## config.mk

```make
export PLATFORM = sky130hd
export DESIGN_NAME = if_stage
export DESIGN_NICKNAME = d
export VERILOG_FILES = /design/src/rtl/if_stage.sv
export SDC_FILE = /design/constraint.sdc
export NUM_CORES = 1
export LEC_CHECK = 0
export CAP_MARGIN = 20
export CELL_PAD_IN_SITES_DETAIL_PLACEMENT = 1
export CELL_PAD_IN_SITES_GLOBAL_PLACEMENT = 2
export CORE_AREA = 2 2 240 124
export CTS_CLUSTER_DIAMETER = 30
export DETAILED_ROUTE_END_ITERATION = 16
export DIE_AREA = 0 0 242 126
export PLACE_DENSITY_LB_ADDON = 0.05
export SYNTH_ARGS = -nofsm -noshare
export SYNTH_HDL_FRONTEND = slang
export SYNTH_SLANG_ARGS = --single-unit
```

## constraint.sdc

```tcl
create_clock -name clk -period 2.55 [get_ports clk]
set_input_delay 0.765 -clock clk [delete_from_list [all_inputs] [get_ports clk]]
set_output_delay 0.765 -clock clk [all_outputs]
set_load 0.01 [all_outputs]
```

## src/rtl/if_stage.sv

```systemverilog
// Instruction-fetch stage: drives a ready/valid instruction memory and fills the IF/ID register.
// A skid register absorbs a response that lands during an ID stall; a kill flag drops stale responses after a redirect.
module if_stage #(
    parameter logic [31:0] RESET_PC  = 32'h0000_0000,
    parameter logic [31:0] NOP_INSTR = 32'h0000_0013
) (
    input  logic        clk,
    input  logic        rst,
    input  logic        stall,
    input  logic        branch_taken,
    input  logic [31:0] branch_target,
    output logic        imem_req,
    output logic [31:0] imem_addr,
    input  logic        imem_ready,
    input  logic [31:0] imem_rdata,
    output logic [31:0] pc,
    output logic [31:0] instruction,
    output logic        if_valid
);

    typedef enum logic [1:0] {
        BOOT = 2'd0,
        WAIT = 2'd1,
        HOLD = 2'd2
    } state_t;

    state_t      state;
    state_t      state_next;

    logic [31:0] fetch_pc;
    logic [31:0] fetch_pc_next;
    logic [31:0] fetch_pc_plus4;
    logic [31:0] redirect_pc;
    logic [31:0] redirect_pc_next;
    logic        kill;
    logic        kill_next;
    logic [31:0] skid_pc;
    logic [31:0] skid_instr;

    logic        redirect;
    logic [31:0] target;
    logic        ifid_flush;
    logic        ifid_load_mem;
    logic        ifid_load_skid;
    logic        skid_load;

    // A redirect only counts when ID is not stalled; low address bits are forced to zero.
    assign redirect       = branch_taken & ~stall;
    assign target         = branch_target & ~32'h0000_0003;
    assign fetch_pc_plus4 = fetch_pc + 32'd4;

    assign imem_req  = (state == WAIT);
    assign imem_addr = fetch_pc;

    always_ff @(posedge clk) begin
        if (rst) begin
            state       <= BOOT;
            fetch_pc    <= RESET_PC;
            redirect_pc <= RESET_PC;
            kill        <= 1'b0;
        end else begin
            state       <= state_next;
            fetch_pc    <= fetch_pc_next;
            redirect_pc <= redirect_pc_next;
            kill        <= kill_next;
        end
    end

    always_comb begin
        state_next       = state;
        fetch_pc_next    = fetch_pc;
        redirect_pc_next = redirect_pc;
        kill_next        = kill;
        ifid_flush       = 1'b0;
        ifid_load_mem    = 1'b0;
        ifid_load_skid   = 1'b0;
        skid_load        = 1'b0;

        case (state)
            BOOT: begin
                state_next = WAIT;
                if (redirect) begin
                    ifid_flush    = 1'b1;
                    fetch_pc_next = target;
                end
            end

            WAIT: begin
                if (redirect) begin
                    ifid_flush = 1'b1;
                end
                if (imem_ready) begin
                    kill_next = 1'b0;
                    if (redirect) begin
                        fetch_pc_next = target;
                    end else if (kill) begin
                        fetch_pc_next = redirect_pc;
                    end else if (stall) begin
                        skid_load     = 1'b1;
                        fetch_pc_next = fetch_pc_plus4;
                        state_next    = HOLD;
                    end else begin
                        ifid_load_mem = 1'b1;
                        fetch_pc_next = fetch_pc_plus4;
                    end
                end else if (redirect) begin
                    // Request still in flight: its address must not move, so park the target until it returns.
                    kill_next        = 1'b1;
                    redirect_pc_next = target;
                end
            end

            HOLD: begin
                if (!stall) begin
                    state_next = WAIT;
                    if (redirect) begin
                        ifid_flush    = 1'b1;
                        fetch_pc_next = target;
                    end else begin
                        ifid_load_skid = 1'b1;
                    end
                end
            end

            default: begin
                state_next = BOOT;
            end
        endcase
    end

    always_ff @(posedge clk) begin
        if (rst) begin
            pc          <= RESET_PC;
            instruction <= NOP_INSTR;
            if_valid    <= 1'b0;
        end else if (ifid_flush) begin
            instruction <= NOP_INSTR;
            if_valid    <= 1'b0;
        end else if (ifid_load_mem) begin
            pc          <= fetch_pc;
            instruction <= imem_rdata;
            if_valid    <= 1'b1;
        end else if (ifid_load_skid) begin
            pc          <= skid_pc;
            instruction <= skid_instr;
            if_valid    <= 1'b1;
        end
    end

    always_ff @(posedge clk) begin
        if (rst) begin
            skid_pc    <= RESET_PC;
            skid_instr <= NOP_INSTR;
        end else if (skid_load) begin
            skid_pc    <= fetch_pc;
            skid_instr <= imem_rdata;
        end
    end

endmodule
```

# After elaboration in Yosys (flattened, before gate mapping)

Cells that the tools add are included.

Register bits after elaboration: 194
Bits in latches: 0
RAM bits: 0
Memory bits (read-only): 0
Input bits: 69
Output and inout bits: 98
Word-level logic and storage cells: 68
Memories kept: 0

Add/sub/neg operators: 1
Multipliers: 0
Divide/modulo/power cells: 0
$lt $le $gt $ge: 0
Equal/unequal tests: 7
Shifts and indexed selects: 0
Multiplexer cells: 36
Bitwise gates (word level): 4
Reduce and logical (&&, ||, !) cells: 11

Operators by type and width:

| operator                                              | count |
|---|---|
| 2-to-1 mux 32 bit                                     | 9 |
| one-hot mux 32 bit (3 select lines)                   | 1 |
| adder 32 x 3 -> 32 bit, second input constant         | 1 |
| 2-to-1 mux 1 bit                                      | 19 |
| 2-to-1 mux 2 bit                                      | 5 |
| inequality test 2 bit, second input constant          | 4 |
| one-hot mux 2 bit (3 select lines)                    | 1 |
| AND reduction 3 bit                                   | 2 |
| AND reduction 5 bit                                   | 1 |
| AND reduction 2 bit                                   | 2 |
| nonzero test 2 bit                                    | 2 |
| OR reduction 2 bit                                    | 2 |
| inverter 1 bit                                        | 3 |
| nonzero test 3 bit                                    | 1 |
| equality test 2 x 1 -> 1 bit, second input constant   | 1 |
| equality test 2 bit, second input constant            | 1 |
| logical NOT 2 bit                                     | 1 |
| inequality test 2 x 1 -> 1 bit, second input constant | 1 |
| one-hot mux 1 bit (2 select lines)                    | 1 |
| bitwise AND 1 bit                                     | 1 |

# Longest topological paths before layout

Word-level depth: 7
Depth in mapped cells: 9
Depth with buffers taken out: 6

# Least setup slack after synthesis

OpenSTA, ideal clock, no wires.

Path kind: input port to flip-flop
From: input stall
To: register fetch_pc[29] (netlist: imem_addr[29])
Setup time: 0.139 ns
Data arrival time: 2.052 ns
Slack: 0.359 ns
Stages: 7
Cells stage by stage: buf_2 nand2b_1 clkbuf_1 nand2_1 buf_2 a2111oi_0 a211oi_1

Word-level cells in the longest chain between the ends: 5
Elaborated cells between the ends (all ways): 9
Those cells by class: eq/ne: 1; mux: 5; bitwise: 2; reduce/logical: 1

RTL lines:

| item                                               | RTL line | RTL |
|---|---|---|
| start: declaration                                 | 9        | `input logic stall,` |
| inverter 1 bit                                     | 48       | `assign redirect = branch_taken & ~stall;` |
| bitwise AND 1 bit                                  | 48       |  |
| 2-to-1 mux 32 bit (on tied branches) (2 in series) | -        |  |
| one-hot mux 32 bit (3 select lines)                | 79       | `case (state)` |
| end signal: assignment                             | 63       | `fetch_pc <= fetch_pc_next;` |
| end: declaration                                   | 30       | `logic [31:0] fetch_pc;` |

Parallel ways exist; a longest one is shown, timed or not. The select of a mux whose other input is x is not followed.
A chain may end at the register's enable or synchronous reset.

# Worst setup path after layout

From: register fetch_pc[2] (netlist: imem_addr[2])
To: output imem_addr[2]

RTL lines:

| item             | RTL line | RTL |
|---|---|---|
| end: declaration | 13       | `output logic [31:0] imem_addr,` |

No word-level cell between the ends.

==> qor.txt <==
==================================================================================================
FF+latch count, synth                                                                          188
Global-route met2 utilization                                                                31.8%
Startpoint type of the worst setup path                                                       flop
Number of violations of the max-capacitance limit                                                0
Warning count from the yosys run                                                                 0
Wire length of the first global-routing pass                                          49300 microns
Highest Clock Rate                                                                       0.405 GHz
Weighted congestion reported at the end of routability-driven placement                      0.786
DRC marker count from the first detailed-route iteration                                       389
Post-CTS Setup Inserts                                                                           0
Initial Util                                                                                 28.5%
Number of rows created at floorplan                                                             44
Synth-to-Final Area Change                                                                   40.4%
Maximum single-stage delay on the critical path                                             640 ps
Share of synthesized area occupied by flip-flops and latches                                 46.5%
Run status                                                                            complete, no violations
Largest net degree at the start of global routing                                               70
Critical path, cell by cell                                                           clkdlybuf4s50_1
Top delay family on crit path                                                         buffers and inverters
Routed length per placed instance                                                     19.5 microns
Die outline height                                                                     126 microns
Clock Root Buffer                                                                     sky130_fd_sc_hd__clkbuf_16
Via count of the first global-routing pass                                                    8276
Leakage power of the design                                                             0.00384 uW
Crit path capture type                                                                primary output
Final hold violation count                                                                       0
Number of antenna violations at the first check in global routing                                0
CTS H-tree depth                                                                                 4
Clock transition time at the flip-flop clock pins of the worst setup and hold paths          70 ps
Total congestion overflow after global routing                                                   0
Headroom to the max-slew limit                                                               60.2%
Arrival time of data at the critical path endpoint                                         1700 ps
Number of enable-type register cells in the synthesized netlist                                  0
Ratio of cells with drive above 1 in the final layout                                        11.2%
PortBufs                                                                                       160
Met3 layer usage reported by global route                                                    3.58%
Worst clock skew on the final layout                                                       9.56 ps
CTS sink cnt                                                                                   188
Highest fanout seen on the critical path                                                         8
Synthesized instance count                                                                    1036
Worst path required time                                                                   1790 ps
Cell taking the most area after synthesis                                             sky130_fd_sc_hd__dfxtp_1
Final critical-path required period                                                        2470 ps
Core area                                                                              28400 sq um
Global-route usage over all layers                                                           20.9%
Slowest cell on the critical path                                                     sky130_fd_sc_hd__clkdlybuf4s50_1
Critical path class                                                                   flop to primary output
Buffers plus inverters on the worst setup path                                                   1
Ratio of final minimum period to clock period                                                96.8%
Count of distinct cell types in the synthesized netlist                                         61
CTS tree                                                                                      done
Areal power density over the cells                                                     624 nW/um^2
DIE WIDTH                                                                              242 microns
Top cells by area in the synthesized netlist                                          sky130_fd_sc_hd__dfxtp_1 (47%), sky130_fd_sc_hd__nand2_1 (13%), sky130_fd_sc_hd__a21oi_1 (11%), sky130_fd_sc_hd__a22oi_1 (5.7%), sky130_fd_sc_hd__clkbuf_1 (3.4%)
Via count                                                                                     8131
Hold-fix buffers at CTS                                                                          0
Estimated wirelength of the detail-placed design                                      21300 microns
Final cell utilization of the core                                                           40.0%
Actual slew at the worst max-slew pin                                                       594 ps
Proportion of netlist area held by the largest area contributor                              46.5%
Average cell area after synthesis                                                       7.81 sq um
Antenna Diode Count                                                                              0
Worst-skew pair later-pin latency                                                           450 ps
Most frequently used flop master after synthesis                                      sky130_fd_sc_hd__dfxtp_1
Full die area                                                                          30500 sq um
Cell Area, Synth                                                                        8090 sq um
WL final                                                                              31500 microns
Post-layout net count                                                                         1283
First-pass detailed-route iteration total                                                        5
Worst-case vdd ir drop                                                                  0.000521 V
Most heavily used metal layer in global routing                                               met2
Share of synthesized registers carrying an async set or reset                                   0%
Number of nets with antenna violations after routing                                             0
Total CTS buffers                                                                               17
Kind of path behind the tightest hold check                                           flop to flop
Post-detailed-route via-to-cell ratio                                                         5.03
Post-cts resize count                                                                            0
Detailed-route DRC error count                                                                   0
Clock tree buffer depth                                                                          2
Total power draw                                                                           7090 uW
Final Max Slew Viols                                                                             0
Setup repair after global routing missed its margin                                             no
M1 GR Usage                                                                                  30.6%
Count of endpoints failing setup in the final report                                             0
IO Pins                                                                                        167
==================================================================================================
synth_stat cells, types with 3 or more instances:
master	n
sky130_fd_sc_hd__a31oi_1	5
sky130_fd_sc_hd__a221oi_1	4
sky130_fd_sc_hd__a31o_2	3
sky130_fd_sc_hd__dfxtp_1	188
sky130_fd_sc_hd__and3_1	5
sky130_fd_sc_hd__or3_1	3
sky130_fd_sc_hd__o21ai_0	29
sky130_fd_sc_hd__and2_1	5
sky130_fd_sc_hd__inv_1	6
sky130_fd_sc_hd__nor4_1	7
sky130_fd_sc_hd__a211oi_1	5
sky130_fd_sc_hd__buf_2	15
sky130_fd_sc_hd__o21a_1	4
sky130_fd_sc_hd__nand2_1	289
sky130_fd_sc_hd__a21o_1	6
sky130_fd_sc_hd__mux2i_1	4
sky130_fd_sc_hd__nand3_1	31
sky130_fd_sc_hd__buf_4	4
sky130_fd_sc_hd__xor2_1	9
sky130_fd_sc_hd__nand2b_1	3
sky130_fd_sc_hd__clkbuf_1	73
sky130_fd_sc_hd__o211ai_1	11
sky130_fd_sc_hd__a22oi_1	61
sky130_fd_sc_hd__nor3_1	12
sky130_fd_sc_hd__and4_1	3
sky130_fd_sc_hd__a21oi_1	182
sky130_fd_sc_hd__nand4_1	9
sky130_fd_sc_hd__xnor2_1	3
sky130_fd_sc_hd__nor2_1	15
worst register-to-register path: stages (launching register included):
cell	delay, ps
sky130_fd_sc_hd__dfxtp_1	510
sky130_fd_sc_hd__nand2_1	240
sky130_fd_sc_hd__or3_1	490
sky130_fd_sc_hd__o31a_1	300
sky130_fd_sc_hd__nor3_1	360
sky130_fd_sc_hd__o21ai_0	160
final cells by class:
type                       instances  area, sq um
tap                              391          489
timing repair buffer             248         2470
sequential                       188         3760
clock buffer                      20          467
multi-input combinational        751         3950
clock inverter                    10          188
inverter                           7         26.3
fill                            3385        17100
report_power, final:
part | switching (uW) | internal [uW] | total [uW]
logic | 499 | 434 | 933
clock network | 1230 | 1810 | 3050
registers | 90.3 | 3020 | 3110
logic make-up (layout without fill, tap and decap cells):
group	Yosys count	in the layout	synth area share [%]
multiplexers	4	4	0.495
buffers and inverters	100	285	5.15
AO/OA/AOI/OAI	331	331	24.6
XOR/XNOR	12	12	1.30
AND/OR/NAND/NOR	399	399	21.7
flip-flops	188	188	46.5
adder cells (fa/ha/maj)	1	1	0.155
other	1	4	0.0464
metal layers:
layer	vias up	part of all wire, %
met5	-	0
met2	109	44
met3	24	2.8
met4	0	1.3
li1	3966	-
met1	4032	52
path summary, 6_finish.rpt:
kind	from	endpoint	slack (ps)	cells after the start
setup / recovery	imem_addr[2]$_SDFFE_PP0P_	imem_addr[2]	80	1
hold / removal	instruction[0]$_SDFFE_PP1P_	instruction[0]$_SDFFE_PP1P_	450	2
setup reg to reg	imem_addr[15]$_SDFFE_PP0P_	imem_addr[27]$_SDFFE_PP0P_	370	5
hold reg to reg	instruction[0]$_SDFFE_PP1P_	instruction[0]$_SDFFE_PP1P_	450	2
registers in the layout, indices dropped and copies added (netlist names):
| register | count |
|---|---|
| kill | 1 |
| skid_instr | 32 |
| if_valid | 1 |
| instruction | 32 |
| redirect_pc | 30 |
| imem_addr | 30 |
| skid_pc | 30 |
| pc | 30 |
| state | 2 |
cell usage in the layout, fill, tap and decap left out, types with 3 or more instances in the layout:
cell type                           n
sky130_fd_sc_hd__nand3_2            3
sky130_fd_sc_hd__clkbuf_16         17
sky130_fd_sc_hd__nand2b_1           3
sky130_fd_sc_hd__nand4_1            9
sky130_fd_sc_hd__buf_12            17
sky130_fd_sc_hd__clkbuf_8           3
sky130_fd_sc_hd__o21ai_0           29
sky130_fd_sc_hd__nand3_1           30
sky130_fd_sc_hd__mux2i_1            4
sky130_fd_sc_hd__a21o_1             6
sky130_fd_sc_hd__dfxtp_1          188
sky130_fd_sc_hd__a211oi_1           5
sky130_fd_sc_hd__nand2_1          289
sky130_fd_sc_hd__and3_1             5
sky130_fd_sc_hd__xor2_1             9
sky130_fd_sc_hd__clkdlybuf4s50_1  159
sky130_fd_sc_hd__nor4_1             7
sky130_fd_sc_hd__conb_1             4
sky130_fd_sc_hd__a22oi_1           61
sky130_fd_sc_hd__and2_1             5
sky130_fd_sc_hd__and4_1             3
sky130_fd_sc_hd__a221oi_1           4
sky130_fd_sc_hd__or3_1              3
sky130_fd_sc_hd__nor2_1            13
sky130_fd_sc_hd__xnor2_1            3
sky130_fd_sc_hd__nor3_1            11
sky130_fd_sc_hd__a21oi_1          182
sky130_fd_sc_hd__o21a_1             4
sky130_fd_sc_hd__bufinv_16          5
sky130_fd_sc_hd__a31o_2             3
sky130_fd_sc_hd__a31oi_1            5
sky130_fd_sc_hd__buf_4             72
sky130_fd_sc_hd__inv_1              6
sky130_fd_sc_hd__o211ai_1          11
per-stage QoR:
step | setup slack (ps) | area [sq um] | std cells | setup TNS (ps) | hold WS (ps)
final | 82.2 | 11400 | 1615 | 0 | 445
after floorplan | 359 | 8100 | 1039 | 0 | 431
after global routing | 42.3 | 11400 | 1615 | 0 | 474
after detailed placement | -152 | 10700 | 1585 | -1150 | 442
after CTS | 81.3 | 11400 | 1615 | 0 | 452
after global placement | -158 | 10700 | 1585 | -1160 | 433
Note: power is estimated with default switching activity, not from simulation.
